==> config.mk <==
export PLATFORM = sky130hd
export DESIGN_NAME = pifo_flow_sched
export DESIGN_NICKNAME = d
export VERILOG_FILES = /design/src/rtl/pifo_pkg.sv /design/src/rtl/pifo_flow_sched_rank.sv /design/src/rtl/pifo_flow_sched.sv
export SDC_FILE = /design/constraint.sdc
export NUM_CORES = 1
export LEC_CHECK = 0
export ABC_AREA = 1
export CAP_MARGIN = 20
export CORE_UTILIZATION = 52
export DETAILED_ROUTE_END_ITERATION = 16
export PLACE_DENSITY = 0.7
export RECOVER_POWER = 100
export SETUP_SLACK_MARGIN = 0.02
export SKIP_CTS_REPAIR_TIMING = 1
export SLEW_MARGIN = 0
export SYNTH_ARGS = -nofsm -noshare
export SYNTH_HDL_FRONTEND = slang
export SYNTH_SLANG_ARGS = --single-unit
export TNS_END_PERCENT = 5
==> constraint.sdc <==
create_clock -name clk -period 4.6 [get_ports clk]
set_input_delay 0.46 -clock clk [delete_from_list [all_inputs] [get_ports clk]]
set_output_delay 0.46 -clock clk [all_outputs]
set_load 0.01 [all_outputs]
==> src/rtl/pifo_pkg.sv <==
// Shared types and constants for the PIFO flow scheduler and its rank helper.
package pifo_pkg;

  localparam int DEF_NUM_FLOWS    = 16;
  localparam int DEF_MAX_PRIORITY = 256;

  // Rank 0 on the reinsert port means "no reinsert"; live ranks never drop below RANK_MIN.
  localparam int REINSERT_NONE = 0;
  localparam int RANK_MIN      = 1;

  function automatic int prio_width(input int max_priority);
    return $clog2(max_priority);
  endfunction

  localparam int DEF_FLOW_WIDTH = $clog2(DEF_NUM_FLOWS);
  localparam int DEF_PRIO_WIDTH = prio_width(DEF_MAX_PRIORITY);

  typedef struct packed {
    logic [DEF_FLOW_WIDTH-1:0] flow;
    logic [DEF_PRIO_WIDTH-1:0] prio;
  } flow_grant_t;

endpackage

==> src/rtl/pifo_flow_sched_rank.sv <==
// Rank aging for a reinserted flow: subtract QUANTUM, saturating at RANK_MIN.
module pifo_flow_sched_rank
  import pifo_pkg::*;
#(
  parameter int PRIO_WIDTH = 8,
  parameter int QUANTUM    = 8
) (
  input  logic [PRIO_WIDTH-1:0] prio,
  output logic [PRIO_WIDTH-1:0] aged
);

  localparam logic [PRIO_WIDTH-1:0] QUANT    = PRIO_WIDTH'(QUANTUM);
  localparam logic [PRIO_WIDTH-1:0] RANK_LOW = PRIO_WIDTH'(RANK_MIN);

  assign aged = (prio > QUANT) ? (prio - QUANT) : RANK_LOW;

endmodule

==> src/rtl/pifo_flow_sched.sv <==
// Flow-level scheduler around an external pifo_set: one PIFO entry per backlogged flow,
// per-flow backlog counters, head pop to a 1-entry grant register, aged reinsert.
module pifo_flow_sched
  import pifo_pkg::*;
#(
  parameter int NUM_FLOWS    = 16,
  parameter int MAX_PRIORITY = 256,
  parameter int CNT_WIDTH    = 8,
  parameter int QUANTUM      = 8,
  parameter int PRIO_WIDTH   = prio_width(MAX_PRIORITY),
  parameter int FLOW_WIDTH   = $clog2(NUM_FLOWS)
) (
  input  logic                  clk,
  input  logic                  reset,
  input  logic                  i__arr_valid,
  input  logic [FLOW_WIDTH-1:0] i__arr_flow,
  input  logic [PRIO_WIDTH-1:0] i__arr_priority,
  output logic                  o__arr_ready,
  output logic                  o__push_valid,
  output logic [PRIO_WIDTH-1:0] o__push_priority,
  output logic [FLOW_WIDTH-1:0] o__push_data,
  input  logic                  i__push_ready,
  output logic [PRIO_WIDTH-1:0] o__reinsert_priority,
  input  logic                  i__pop_valid,
  input  logic [PRIO_WIDTH-1:0] i__pop_priority,
  input  logic [FLOW_WIDTH-1:0] i__pop_data,
  output logic                  o__pop,
  output logic                  o__clear_all,
  output logic                  o__deq_valid,
  output logic [FLOW_WIDTH-1:0] o__deq_flow,
  output logic [PRIO_WIDTH-1:0] o__deq_priority,
  input  logic                  i__deq_ready,
  input  logic                  i__clear
);

  localparam logic [CNT_WIDTH-1:0]  CNT_ONE  = CNT_WIDTH'(1);
  localparam logic [CNT_WIDTH-1:0]  CNT_MAX  = '1;
  localparam logic [PRIO_WIDTH-1:0] RANK_LOW = PRIO_WIDTH'(RANK_MIN);

  logic [CNT_WIDTH-1:0]  r__cnt [NUM_FLOWS];
  logic [NUM_FLOWS-1:0]  r__active;
  logic                  r__deq_valid;
  logic [FLOW_WIDTH-1:0] r__deq_flow;
  logic [PRIO_WIDTH-1:0] r__deq_priority;

  logic [PRIO_WIDTH-1:0] arr_prio_c;
  logic                  arr_ok;
  logic [CNT_WIDTH-1:0]  pop_cnt;
  logic                  rem_nz;
  logic [PRIO_WIDTH-1:0] aged_prio;
  logic [NUM_FLOWS-1:0]  arr_hit;
  logic [NUM_FLOWS-1:0]  pop_hit;

  pifo_flow_sched_rank #(
    .PRIO_WIDTH (PRIO_WIDTH),
    .QUANTUM    (QUANTUM)
  ) u_rank (
    .prio (i__pop_priority),
    .aged (aged_prio)
  );

  // Handshakes: an arrival transfers when i__arr_valid & o__arr_ready; a grant transfers
  // when o__deq_valid & i__deq_ready, and o__deq_valid/flow/priority hold until it does.
  always_comb begin
    arr_prio_c   = (i__arr_priority == '0) ? RANK_LOW : i__arr_priority;
    o__arr_ready = ~reset & ~i__clear & (r__cnt[i__arr_flow] != CNT_MAX)
                 & (r__active[i__arr_flow] | i__push_ready);
    arr_ok       = i__arr_valid & o__arr_ready;

    // A flow being popped is still active, so a same-cycle arrival never pushes a duplicate.
    o__push_valid    = arr_ok & ~r__active[i__arr_flow];
    o__push_priority = arr_prio_c;
    o__push_data     = i__arr_flow;

    o__pop  = ~reset & i__pop_valid & (~r__deq_valid | i__deq_ready) & ~i__clear;
    pop_cnt = r__cnt[i__pop_data];
    rem_nz  = (pop_cnt > CNT_ONE)
            | ((pop_cnt == CNT_ONE) & arr_ok & (i__arr_flow == i__pop_data));
    o__reinsert_priority = (o__pop & rem_nz) ? aged_prio : PRIO_WIDTH'(REINSERT_NONE);

    o__clear_all = i__clear;

    arr_hit = '0;
    pop_hit = '0;
    for (int i = 0; i < NUM_FLOWS; i++) begin
      arr_hit[i] = arr_ok & (i__arr_flow == FLOW_WIDTH'(i));
      pop_hit[i] = o__pop & (i__pop_data == FLOW_WIDTH'(i));
    end
  end

  always_ff @(posedge clk) begin
    if (reset || i__clear) begin
      for (int i = 0; i < NUM_FLOWS; i++) begin
        r__cnt[i] <= '0;
      end
      r__active       <= '0;
      r__deq_valid    <= 1'b0;
      r__deq_flow     <= '0;
      r__deq_priority <= '0;
    end else begin
      for (int i = 0; i < NUM_FLOWS; i++) begin
        if (arr_hit[i] && !pop_hit[i]) begin
          r__cnt[i] <= r__cnt[i] + CNT_ONE;
        end else if (!arr_hit[i] && pop_hit[i]) begin
          r__cnt[i] <= r__cnt[i] - CNT_ONE;
        end
        if (pop_hit[i] && !rem_nz) begin
          r__active[i] <= 1'b0;
        end else if (arr_hit[i] && o__push_valid) begin
          r__active[i] <= 1'b1;
        end
      end
      if (o__pop) begin
        r__deq_valid    <= 1'b1;
        r__deq_flow     <= i__pop_data;
        r__deq_priority <= i__pop_priority;
      end else if (i__deq_ready) begin
        r__deq_valid <= 1'b0;
      end
    end
  end

  assign o__deq_valid    = r__deq_valid;
  assign o__deq_flow     = r__deq_flow;
  assign o__deq_priority = r__deq_priority;

endmodule

Word level (Yosys, flattened, before mapping):

Memory sizes are Yosys's and may differ from the RTL's.
Index checks and enable logic that the tools add are counted.

* memories: 1
* output and inout port bits: 37
* memory bits (writable): 128
* input bits: 31
* flip-flop bits (word level): 29
* word-level logic and storage cells: 442

Memory list
* r__cnt: words 16, width 8, rd ports 18, clocked after Yosys merged registers in 0, write ports 16, RTL line pifo_flow_sched.sv:40 `logic [CNT_WIDTH-1:0] r__cnt [NUM_FLOWS];`

* mux-type cells: 153
* add/subtract/negate cells: 33
* equality and inequality tests: 33
* order comparisons: 3
* bitwise logic cells: 82
* reduce and logical (&&, ||, !) cells: 118

Operator list (count)
* $mux 8: 35
* $add 8x1->8 const B: 16
* $sub 8x1->8 const B: 16
* $mux 1: 117
* $eq 4x4->1 const B: 16
* $logic_and 1x1->1: 64
* $and 1x1->1: 43
* $or 1x1->1: 35
* $logic_not 1->1: 33
* $eq 4x3->1 const B: 8
* $reduce_or 2->1: 16
* $eq 4x2->1 const B: 4
* $eq 4x1->1 const B: 2
* $eq 8x1->1 const B: 1
* $gt 8x1->1 const B: 1
* $gt 8x4->1 const B: 1
* $logic_not 4->1: 2
* $logic_not 8->1: 1
* $ne 8x8->1 const B: 1
* $sub 8x4->8 const B: 1
* $lt 4x5->1 const B: 1
* $bmux 1 s4: 1
* $eq 4x4->1: 1
* $not 1->1: 4
* 2 further kinds: 2

Logic depth before layout (Yosys ltp):

* depth in word-level cells: 13
* mapped depth: 30
* depth with buffers taken out: 28

Cells and area by module:

Synthesis repeated with hierarchy kept, for this count alone.

* cells, all modules: 1817
* area, all modules: 13213.9 µm²

By module, submodules not included
* pifo_flow_sched: instances 1, seq. area each 4424.2 µm², cells an instance 1782, area each 13046.3 µm²
* pifo_flow_sched_rank: instances 1, seq. area each 0.0 µm², cells an instance 35, area each 167.7 µm²

Worst setup path after synthesis:

Ideal clock, no wire load.

* path type: input port to flip-flop
* from: input port i__arr_flow[1]
* to: memory r__cnt[12][7] (data pin)
* setup time: 253 ps
* slack: 958 ps
* data arrival time: 3389 ps
* stages: 26
* cell sequence: buf_4 -> inv_2 -> nor2_2 -> nand2_1 -> nand3_1 -> nand2_1 -> nand2_1 -> nor2_1 -> a21oi_2 -> buf_4 -> nand4_1 -> o21ai_0 -> inv_1 -> ha_1 -> a21oi_1 -> nand2_1 -> nand2_1 -> nand2_1 -> a21oi_1 -> nor2_1 -> o21ai_0 -> nand2_1 -> xnor2_1 -> nand2_1 -> nand2_1 -> nor2_1

RTL lines
* from (decl): RTL line pifo_flow_sched.sv:16 `input logic [FLOW_WIDTH-1:0] i__arr_flow,`
* to (decl): RTL line pifo_flow_sched.sv:40

Final worst setup path:

* from: input port i__arr_flow[1]
* to: output port o__reinsert_priority[0]

* word-level cells in the longest chain between the ends: 10

RTL lines
* $mem_v2 16x8 or $bmux 1 s4 (tied branches)
* $ne 8x8->1 or $mux 1 (tied branches): RTL line pifo_flow_sched.sv:66, pifo_flow_sched.sv:67
* $and 1x1->1 or $or 1x1->1 (tied branches): RTL line pifo_flow_sched.sv:66, pifo_flow_sched.sv:67
* $and 1x1->1: RTL line pifo_flow_sched.sv:67 `& (r__active[i__arr_flow] | i__push_ready);`
* $and 1x1->1: RTL line pifo_flow_sched.sv:68 `arr_ok = i__arr_valid & o__arr_ready;`
* $and 1x1->1: RTL line pifo_flow_sched.sv:78 `| ((pop_cnt == CNT_ONE) & arr_ok & (i__arr_flow == i__pop_data));`
* $and 1x1->1 *: RTL line pifo_flow_sched.sv:78
* $or 1x1->1 *: RTL line pifo_flow_sched.sv:78
* $and 1x1->1 *: RTL line pifo_flow_sched.sv:79 `o__reinsert_priority = (o__pop & rem_nz) ? aged_prio : PRIO_WIDTH'(REINSERT_NONE);`
* $mux 8 *: RTL line pifo_flow_sched.sv:79
* to (decl): RTL line pifo_flow_sched.sv:23 `output logic [PRIO_WIDTH-1:0] o__reinsert_priority,`

Every way passes the cells marked *; elsewhere a longest branch is shown, timed or not. The select of a mux whose other input is x is not followed.

==> out/metrics.yaml <==
holdWs_ns: 0.463
vias: 12545
synth_common_cells: "nand2_1, nor2_1, inv_1"
ys_async_sr_fraction: 0
wire_per_inst_um: 16.6
cp.arrival_ns: 3.84
final_core_utilization: 0.600
dpl-instance-area_mm2: 0.0142
hold_violations: 0
die_area_mm2: 0.0259
fmax_mhz: 232
ys.flop_type: "edfxtp_1"
grt_pass1_wl_mm: 60.0
max-cap-violations: 0
slew_violations: 0
clkTransAtPathRegs_ns: 0.07
wl_mm: 36.8
clk_path_buf_depth: 2
grt_max_degree: 43
die_h_um: 161
place_congestion: 0.952
ys_seq_area_frac: 0.337
via_per_inst: 5.64
die_w_um: 161
cts_max_level: 4
drtPass1Iterations: 6
syn_area_per_cell_um2: 7.20
grt_overflow: 0
dp_hpwl_mm: 27.9
yosysTopAreaCellShare: 0.293
slew_headroom: 0.116
cts_root_buffer: "clkbuf_16"
stdcell_area_mm2: 0.0147
syn2layout_area_growth_pct: 12.2
leakagePower_nw: 6.90
p_per_area_mw_per_mm2: 255
cts_tree: "built"
layout-drive-gt1-share: 0.0495
end_kind: "output pin"
path_cells: "clkdlybuf4s50_1 -> buf_12 -> nand2_2 -> inv_2 -> nand2_1 -> nand2_1 -> o21ai_0 -> nand2_1 -> nor2_1 -> a21oi_2 -> inv_2 -> nor2_4 -> buf_4 -> nand3_2 -> nand2_1 -> nand2_1 -> a21oi_1 -> dlygate4sd3_1"
clock_latency_ns: 0.44
core-area_mm2: 0.0245
synth-seq-cells: 157
cts-buffers-inserted: 17
syn_area_mm2: 0.0131
synth_top_cell_by_area: "edfxtp_1"
path_class: "primary input to output pin"
fin_crit_sh: 0.935
crit_path_max_fanout: 37
antenna_found_initial: 0
ys.warnings.count: 0
dp.cells: 2191
io_pins: 68
synth_edf_count: 128
drt_iter0_markers: 1275
finClkSkew_ns: 0.0125
critPathMostFrequentCell: "nand2_1"
synth_cell_types: 44
cp.required_ns: 4.14
vdd_drop_max_v: 0.000199
syn-num-nets: 1959
rsz0062_at_grt: "true"
finalSetupTns_ns: 0
cp_slowest_cell: "dlygate4sd3_1"
tightestPinTransition_ns: 1.33
fin_cells: 2223
start_kind: "primary input"
synthTopCellsByArea: "edfxtp_1, nand2_1, ha_1, a21oi_1, nor2_1"
outcome: "complete, no violations"
setup_viol: 0
final_nets: 2025
worstHoldPathType: "flip-flop to flip-flop"
grt_pass1_vias: 11934
num_rows: 57
cts.sinks: 157
synth.most_common_cell: "nand2_1"
n_antenna_cell: 0
start_util: 0.534
critical_path.max_stage_delay_ns: 0.62
track_usage: 0.290
ant_nets: 0
drc: 0
synthCells: 1820
portBuffers: 67
period_needed_ns: 4.30
==> cells by family after synthesis <==
family / after synthesis / share of synthesized area
AO/OA/AOI/OAI: 294 / 0.122
adder cells (fa/ha/maj): 108 / 0.112
XOR/XNOR: 68 / 0.0454
buffers and inverters: 261 / 0.0847
flip-flops: 157 / 0.337
AND/OR/NAND/NOR: 932 / 0.298
==> registers in the layout, summed over array words and instances (netlist names) <==
name	count
o__deq_priority	8
r__active	16
o__deq_flow	4
o__deq_valid	1
r__cnt	128
==> stage by stage <==
step	total power, W	setup slack [ns]
final	0.00376	0.298
after global routing	0.00388	0.0469
after CTS	0.00376	0.345
after detailed placement	0.00228	0.0110
after global placement	0.00227	0.142
after floorplan	0.00206	0.958
==> final timing paths <==
| check | startpoint | to | slack (ns) | cells past startpoint |
|---|---|---|---|---|
| min | o__deq_priority[6]$_SDFFE_PP0P_ | o__deq_priority[6]$_SDFFE_PP0P_ | 0.46 | 2 |
| min reg2reg | o__deq_priority[6]$_SDFFE_PP0P_ | o__deq_priority[6]$_SDFFE_PP0P_ | 0.46 | 2 |
| max | i__arr_flow[1] | o__reinsert_priority[0] | 0.30 | 18 |
| max reg2reg | r__cnt[14][5]$_SDFFCE_PP0P_ | r__cnt[7][7]$_SDFFCE_PN0P_ | 0.69 | 26 |
==> critical path: cells and delay by family <==
kind / cells / cell delay (ns)
buffers and inverters: 6 / 1.82
AND/OR/NAND/NOR: 9 / 1.09
AO/OA/AOI/OAI: 3 / 0.48
==> cells in the final DEF (no fill, tap or decap), types with 5 or more instances in the layout <==
master and count:
nand3_1 73, nor4_1 26, buf_4 33, clkbuf_1 5, xnor2_1 26, and2_0 8, clkinv_1 5, inv_6 5
inv_2 6, o22ai_1 7, edfxtp_1 128, nand2_1 535, clkbuf_16 17, xor2_1 42, o21ai_0 60, a21oi_1 171
clkdlybuf4s50_1 31, nor3_1 14, dlygate4sd3_1 35, dfxtp_1 29, fa_1 15, o21ai_1 12, nor2_1 228, a21boi_0 6
o221ai_1 11, o31ai_1 9, inv_1 187, ha_1 93, nand4_1 30
==> power by group <==
group	internal [W]	switching, W	total (W)
Combinational	0.000204	0.000364	0.000568
Clock	0.000842	0.000668	0.00151
Sequential	0.00161	0.0000734	0.00168
Total	0.00265	0.00111	0.00376
==> layer usage <==
| layer | GRT usage | part of all wire | wire [um] | up-vias |
|---|---|---|---|---|
| li1 | - | - | - | 6173 |
| met5 | 0 | 0 | 0 | - |
| met3 | 0.0431 | 0.071 | 2610 | 61 |
| met4 | 0.0879 | 0.020 | 749 | 0 |
| met1 | 0.399 | 0.45 | 16600 | 5822 |
| met2 | 0.471 | 0.46 | 16800 | 489 |
==> final cells by class <==
class                           count  area, um^2
Clock buffer                       19         453
Clock inverter                     13         154
Fill cell                        2298        9820
Inverter                          199         751
Timing Repair Buffer              109        1010
Tap cell                          324         405
Sequential cell                   157        4420
Multi-Input combinational cell   1402        7520
(Power assumes the default switching activity.)
